`src/rtl/ddr_read_client_pkg.sv`:
```
// Shared definitions for the DDR read client and the merger it talks to.
// channel_update is the command payload carried in the low bits of a
// 128-bit command beat: {addr[54:28], stream_length[27:1], wen[0]}.
package ddr_read_client_pkg;

  localparam int unsigned AddrWidth    = 27;
  localparam int unsigned DataWidth    = 128;
  // Response FIFO entry: {first_tag, last_tag, data}.
  localparam int unsigned FifoWidth    = DataWidth + 2;

  localparam logic CMD_WRITE = 1'b1;
  localparam logic CMD_READ  = 1'b0;

  typedef struct packed {
    logic [AddrWidth-1:0] addr;
    logic [AddrWidth-1:0] stream_length;
    logic                 wen;
  } channel_update;

  typedef enum logic [1:0] {
    StIdle,
    StSendCmd,
    StReceive
  } state_e;

  // Zero-extend a command payload to a full command beat.
  function automatic logic [DataWidth-1:0] pack_cmd(input channel_update cmd);
    return {{(DataWidth - $bits(channel_update)){1'b0}}, cmd};
  endfunction

endpackage

```
`src/rtl/ddr_read_client_axis_fifo.sv`:
```
// First-word-fall-through AXI-stream style FIFO.
// Ports:
//   clk_in / rst_in    clock, async active-high reset
//   wr_data_i/wr_en_i  push side (ignored when full)
//   rd_data_o/rd_valid_o/rd_en_i  pop side; rd_data_o valid whenever non-empty
//   full_o             occupancy == DEPTH
//   count_o            current occupancy
//   count_next_o       occupancy after this cycle's push/pop
module axis_fifo #(
  parameter int unsigned DEPTH = 32,
  parameter int unsigned WIDTH = 130
) (
  input  logic                     clk_in,
  input  logic                     rst_in,
  input  logic [WIDTH-1:0]         wr_data_i,
  input  logic                     wr_en_i,
  output logic [WIDTH-1:0]         rd_data_o,
  output logic                     rd_valid_o,
  input  logic                     rd_en_i,
  output logic                     full_o,
  output logic [$clog2(DEPTH):0]   count_o,
  output logic [$clog2(DEPTH):0]   count_next_o
);

  localparam int unsigned PtrW = (DEPTH > 1) ? $clog2(DEPTH) : 1;
  localparam int unsigned CntW = $clog2(DEPTH) + 1;
  localparam logic [CntW-1:0] DepthCnt = CntW'(DEPTH);

  logic [WIDTH-1:0] mem_q [DEPTH];
  logic [PtrW-1:0]  wr_ptr_q, wr_ptr_d;
  logic [PtrW-1:0]  rd_ptr_q, rd_ptr_d;
  logic [CntW-1:0]  count_q, count_d;
  logic             push, pop;

  assign full_o       = (count_q == DepthCnt);
  assign rd_valid_o   = (count_q != '0);
  assign rd_data_o    = mem_q[rd_ptr_q];
  assign count_o      = count_q;
  assign count_next_o = count_d;

  assign push = wr_en_i & ~full_o;
  assign pop  = rd_en_i & rd_valid_o;

  // Pointers wrap naturally since DEPTH is a power of two.
  always_comb begin
    wr_ptr_d = wr_ptr_q;
    rd_ptr_d = rd_ptr_q;
    count_d  = count_q;
    if (push) wr_ptr_d = wr_ptr_q + 1'b1;
    if (pop)  rd_ptr_d = rd_ptr_q + 1'b1;
    if (push && !pop)      count_d = count_q + 1'b1;
    else if (pop && !push) count_d = count_q - 1'b1;
  end

  always_ff @(posedge clk_in or posedge rst_in) begin
    if (rst_in) begin
      wr_ptr_q <= '0;
      rd_ptr_q <= '0;
      count_q  <= '0;
    end else begin
      wr_ptr_q <= wr_ptr_d;
      rd_ptr_q <= rd_ptr_d;
      count_q  <= count_d;
    end
  end

  // Storage needs no reset: it is only observed through count_q.
  always_ff @(posedge clk_in) begin
    if (push) mem_q[wr_ptr_q] <= wr_data_i;
  end

endmodule

```
`src/rtl/ddr_read_client.sv`:
```
// DDR read client: accepts a (start address, word count) request, issues one
// read command beat to the merger, tags the returning words with first/last
// markers and buffers them in a FIFO that the consumer drains.
// Ports:
//   clk_in, rst_in                 clock, async active-high reset
//   req_*                          request handshake (addr, length)
//   cmd_axis_*                     command beat to merger
//   rsp_axis_*                     read words from merger (no back-pressure;
//                                  rsp_axis_af throttles it instead)
//   out_axis_*                     buffered words to consumer
//   busy_out, done_out, overflow_out  status
module ddr_read_client
  import ddr_read_client_pkg::*;
#(
  parameter int unsigned FIFO_DEPTH = 32,
  parameter int unsigned AF_SLACK   = 12
) (
  input  logic                 clk_in,
  input  logic                 rst_in,
  input  logic [26:0]          req_addr,
  input  logic [26:0]          req_length,
  input  logic                 req_valid,
  output logic                 req_ready,
  output logic [127:0]         cmd_axis_data,
  output logic                 cmd_axis_tuser,
  output logic                 cmd_axis_valid,
  output logic                 cmd_axis_smallpile,
  input  logic                 cmd_axis_ready,
  input  logic [127:0]         rsp_axis_data,
  input  logic                 rsp_axis_tuser,
  input  logic                 rsp_axis_valid,
  output logic                 rsp_axis_af,
  output logic                 rsp_axis_ready,
  output logic [127:0]         out_axis_data,
  output logic                 out_axis_tuser,
  output logic                 out_axis_last,
  output logic                 out_axis_valid,
  input  logic                 out_axis_ready,
  output logic                 busy_out,
  output logic                 done_out,
  output logic                 overflow_out
);

  localparam int unsigned CntW = $clog2(FIFO_DEPTH) + 1;
  localparam logic [CntW-1:0] AfThresh = CntW'(FIFO_DEPTH - AF_SLACK);

  state_e      state_q, state_d;
  logic [26:0] addr_q, addr_d;
  logic [26:0] len_q, len_d;
  logic [26:0] rcv_cnt_q, rcv_cnt_d;
  logic        done_q, done_d;
  logic        ovf_q, ovf_d;
  logic        af_q, af_d;

  logic                 first_beat, last_beat;
  logic                 fifo_push, fifo_full, fifo_valid;
  logic [FifoWidth-1:0] fifo_wr_data, fifo_rd_data;
  logic [CntW-1:0]      fifo_count, fifo_count_next;
  channel_update        cmd;

  assign first_beat   = (rcv_cnt_q == '0);
  assign last_beat    = (rcv_cnt_q == len_q - 27'd1);
  assign fifo_wr_data = {first_beat, last_beat, rsp_axis_data};

  // Command payload is driven from the latched request so it stays stable
  // for as long as the merger withholds cmd_axis_ready.
  assign cmd.addr          = addr_q;
  assign cmd.stream_length = len_q;
  assign cmd.wen           = CMD_READ;
  assign cmd_axis_data     = pack_cmd(cmd);

  assign cmd_axis_smallpile = 1'b0;
  assign rsp_axis_ready     = 1'b1;
  assign rsp_axis_af        = af_q;
  assign busy_out           = (state_q != StIdle);
  assign done_out           = done_q;
  assign overflow_out       = ovf_q;

  assign out_axis_valid = fifo_valid;
  assign out_axis_tuser = fifo_rd_data[129];
  assign out_axis_last  = fifo_rd_data[128];
  assign out_axis_data  = fifo_rd_data[127:0];

  always_comb begin
    state_d        = state_q;
    addr_d         = addr_q;
    len_d          = len_q;
    rcv_cnt_d      = rcv_cnt_q;
    ovf_d          = ovf_q;
    fifo_push      = 1'b0;
    req_ready      = 1'b0;
    cmd_axis_valid = 1'b0;
    cmd_axis_tuser = 1'b0;

    unique case (state_q)
      StIdle: begin
        req_ready = 1'b1;
        if (req_valid && (req_length != '0)) begin
          addr_d    = req_addr;
          len_d     = req_length;
          rcv_cnt_d = '0;
          state_d   = StSendCmd;
        end
        // Nothing is outstanding, so any response beat is spurious.
        if (rsp_axis_valid) ovf_d = 1'b1;
      end
      StSendCmd: begin
        cmd_axis_valid = 1'b1;
        cmd_axis_tuser = 1'b1;
        if (cmd_axis_ready) state_d = StReceive;
        if (rsp_axis_valid) ovf_d = 1'b1;
      end
      StReceive: begin
        if (rsp_axis_valid) begin
          if (fifo_full) ovf_d = 1'b1;
          else           fifo_push = 1'b1;
          // Tag from our own count; a disagreeing merger marker is an error
          // but the word is still kept.
          if (rsp_axis_tuser != first_beat) ovf_d = 1'b1;
          // Dropped beats still count so the burst terminates.
          if (last_beat) begin
            rcv_cnt_d = '0;
            state_d   = StIdle;
          end else begin
            rcv_cnt_d = rcv_cnt_q + 27'd1;
          end
        end
      end
      default: state_d = StIdle;
    endcase
  end

  // done is registered so both the zero-length case and the final word
  // acceptance report on the following cycle.
  always_comb begin
    done_d = (state_q == StIdle && req_valid && req_length == '0) ||
             (fifo_valid && out_axis_ready && out_axis_last);
    // Based on next occupancy so the registered flag tracks current occupancy.
    af_d   = (fifo_count_next >= AfThresh);
  end

  always_ff @(posedge clk_in or posedge rst_in) begin
    if (rst_in) begin
      state_q   <= StIdle;
      addr_q    <= '0;
      len_q     <= '0;
      rcv_cnt_q <= '0;
      done_q    <= 1'b0;
      ovf_q     <= 1'b0;
      af_q      <= 1'b0;
    end else begin
      state_q   <= state_d;
      addr_q    <= addr_d;
      len_q     <= len_d;
      rcv_cnt_q <= rcv_cnt_d;
      done_q    <= done_d;
      ovf_q     <= ovf_d;
      af_q      <= af_d;
    end
  end

  axis_fifo #(
    .DEPTH(FIFO_DEPTH),
    .WIDTH(FifoWidth)
  ) u_fifo (
    .clk_in      (clk_in),
    .rst_in      (rst_in),
    .wr_data_i   (fifo_wr_data),
    .wr_en_i     (fifo_push),
    .rd_data_o   (fifo_rd_data),
    .rd_valid_o  (fifo_valid),
    .rd_en_i     (out_axis_ready),
    .full_o      (fifo_full),
    .count_o     (fifo_count),
    .count_next_o(fifo_count_next)
  );

endmodule

```
`config.mk`:
```
export PLATFORM = sky130hd
export DESIGN_NAME = ddr_read_client
export DESIGN_NICKNAME = d
export VERILOG_FILES = /design/src/rtl/ddr_read_client_pkg.sv /design/src/rtl/ddr_read_client_axis_fifo.sv /design/src/rtl/ddr_read_client.sv
export SDC_FILE = /design/constraint.sdc
export NUM_CORES = 2
export LEC_CHECK = 0
export BUFFER_PORTS_ARGS = -buffer_cell sky130_fd_sc_hd__buf_2
export CORE_MARGIN = 3
export CORE_UTILIZATION = 35
export DETAILED_ROUTE_END_ITERATION = 7
export SLEW_MARGIN = 15
export SYNTH_ARGS = -nofsm -noshare
export SYNTH_HDL_FRONTEND = slang
export SYNTH_MEMORY_MAX_BITS = 65536
export SYNTH_SLANG_ARGS = --single-unit
export TNS_END_PERCENT = 1
```
`constraint.sdc`:
```
create_clock -name clk_in -period 7.26 [get_ports clk_in]
set_clock_uncertainty 0.2 [all_clocks]
set_input_delay 1.452 -clock clk_in [delete_from_list [all_inputs] [get_ports clk_in]]
set_output_delay 1.452 -clock clk_in [all_outputs]
set_load 0.1 [all_outputs]
```
==> flow_summary.toml <==
[grt]
antenna_found_initial = 95
grt_pass1_vias = 76343
grt_pass1_wl_um = 596000
grt_util_all_layers = 0.176
grt_max_degree = 103
gr-total-overflow = 0

[floorplanning]
die_h_um = 689
core_area_um2 = 464000
std_cell_rows = 250
die_w_um = 689
dieArea_um2 = 474000
start_util = 0.352
ioPinCount = 457

[place]
place_congestion = 0.783
dp.cells = 12971
port_buffers = 380
dp_hpwl_um = 213000
placed_cell_area_um2 = 174000

[flow_run]
cap_viol_max_count = 0

[timing]
setup_violations = 0
period_share = 0.881
hold_violations = 0
finalMaxSlewViolations = 0
post-route-min-period_ps = 6400
rsz0062_at_grt = "false"
max_slew_margin = 0.206
tightest_slew_ps = 1190
fmax_mhz = 156

[clock_tree]
root_buffer = "clkbuf_16"
cts_tree = "yes"
cts_buffers = 429
htreeDepth = 5
insertion_delay_ps = 1000
cts.path.max_buffers = 4
clk_pin_slew_ps = 60
cts_resized = 0
post_cts_buffers = 0
cts.sinks = 4262
hold_buffers = 0

[cells_and_area]
final_util = 0.405
final_common_cell = "edfxtp_1"
area_growth_pct = 15.2
drive_gt1_frac = 0.358
final_area_um2 = 188000
instances_no_fill = 13759
fin_nets = 7427
layout_common_cells = "edfxtp_1 (4160), mux4_2 (1300), clkbuf_16 (437)"

[critical_path]
regToRegSetupSlack_ps = 2370
cp-end-kind = "output port"
path_cells = "buf_12 -> buf_4 -> mux4_2 -> mux4_2 -> mux2_2 -> buf_2"
max_stage_delay_ps = 1110
startpoint_type = "flip-flop"
cpMostUsedCell = "mux4_2"
reg2reg_from = "u_fifo.count_o[0]"
cp_top_family = "multiplexers"
path_class = "reg -> out"
path_buf_inv = 3
r2r_end = "u_fifo.mem_q[7][23]"
crit_arrival_ps = 4740
cp-startpoint = "u_fifo.rd_ptr_q[0]"
required_ps = 5610
path_max_fanout = 32
crit_slowest_cell = "dfrtp_4"
worst-r2r-cell-count = 7

[logic_synthesis]
synth_top_flop_cell = "edfxtp_1"
yosysWarnings = 0
synthCells = 6546
syn_area_um2 = 163000
ys_types = 65
synth-seq-area-share = 0.781
synth_edf_count = 4160
synthArstFlopShare = 0.0239
avgSynthCellArea_um2 = 24.9
yosys_register_bits = 4262

[route]
wire_per_inst_um = 30.8
drc = 0
ant_nets = 0
wirelength_um = 424000
firstDrtPassIters = 5
vias_per_cell = 5.40
drtIter0Drc = 8322
route.vias.total = 74279

[power_and_ir_drop]
p_leak_nw = 58.2
pwr_density_cell_nw_per_um2 = 410
ir_worst_vdd_uv = 490
power.total_w = 0.0770

[status]
status = "finished, final reports clean"

[min_path]
min_path_type = "reg -> reg"
min_to = "overflow_out"
whs_path_depth = 1
min_from = "overflow_out"
[worst max-delay path by stage]
stage                               end  slack [ps]  depth (start not counted)
CTS                  out_axis_data[113]         660                          6
floorplan           u_fifo.mem_q[31][0]       -1300                          6
global route         out_axis_data[113]         620                          6
detailed placement  u_fifo.mem_q[7][17]        1520                          6
global placement     u_fifo.mem_q[8][4]        1480                          6
finish               out_axis_data[113]         860                          6
[sequential cells by signal (all words and copies together), names as in the netlist, 2 cells and up]
| register | flops |
|---|---|
| addr_q | 27 |
| u_fifo.rd_ptr_q | 5 |
| rcv_cnt_q | 27 |
| u_fifo.wr_ptr_q | 5 |
| len_q | 27 |
| u_fifo.mem_q | 4160 |
| u_fifo.count_o | 6 |
| state_q | 2 |
[worst reg2reg max path, delay by kind of cell (launching register included)]
kind	cells	cell delay, ps
AND/OR/NAND/NOR	3	2140
AO/OA/AOI/OAI	1	840
buffers and inverters	2	580
adder cells (fa/ha/maj)	1	210
flip-flops	1	420
[Yosys cell counts (all sizes together), types with 5 or more instances]
cell    instances  share of area
mux2          187          0.013
o21ai          11        0.00034
buf           152         0.0054
nor2           75         0.0017
xor2           35         0.0019
clkbuf        252         0.0058
nand2          34        0.00080
nand2b          7        0.00027
or3             8        0.00031
edfxtp       4160           0.77
o31ai           5        0.00023
dfrtp         102          0.016
xnor2          36         0.0019
nor2b           8        0.00031
a21oi           6        0.00018
ha             10        0.00077
and3            9        0.00035
nand3          19        0.00061
mux4         1300           0.18
nor4           25         0.0011
nor3           21        0.00074
inv            14        0.00032
nand4          15        0.00058
[power by group]
group	switching, W	internal [W]	total, W
registers	0.000761	0.0276	0.0284
logic	0.0174	0.00966	0.0271
clock network	0.00931	0.0122	0.0215
total	0.0275	0.0495	0.0770
[final cells by class]
class	instances	area, µm²
Multi-Input combinational cell	1940	34300
Clock inverter	244	2310
Tap cell	6174	7720
Fill cell	39749	276000
Clock buffer	526	11300
Inverter	14	55.1
Antenna cell	18	45.0
Sequential cell	4262	127000
Timing Repair Buffer	581	4670
[cells by family after synthesis]
| kind of cell | count (synthesis) | share of synthesized area |
|---|---|---|
| AO/OA/AOI/OAI | 52 | 0.00229 |
| XOR/XNOR | 71 | 0.00381 |
| adder cells (fa/ha/maj) | 10 | 0.000767 |
| buffers and inverters | 418 | 0.0115 |
| flip-flops | 4262 | 0.781 |
| multiplexers | 1487 | 0.192 |
| other | 2 | 0.0000460 |
| AND/OR/NAND/NOR | 244 | 0.00797 |
[routing by layer]
metal  global-route usage  wire length (µm)  up-vias  part of all wire
li1                     -                 -    29626                 -
met1                0.242            175000    41141              0.41
met2                0.294            211000     2869              0.50
met3               0.0312             29300      597             0.069
met4               0.0378              8280       46             0.020
met5                    0               286        -           0.00067
[metrics by stage]
stage	worst slack (ps)	setup TNS [ps]	hold WS (ps)
floorplan	-1300	-5127900	311
global placement	1480	0	248
detailed placement	1520	0	245
CTS	658	0	226
global route	617	0	268
finish	864	0	265
(Power assumes the default switching activity.)
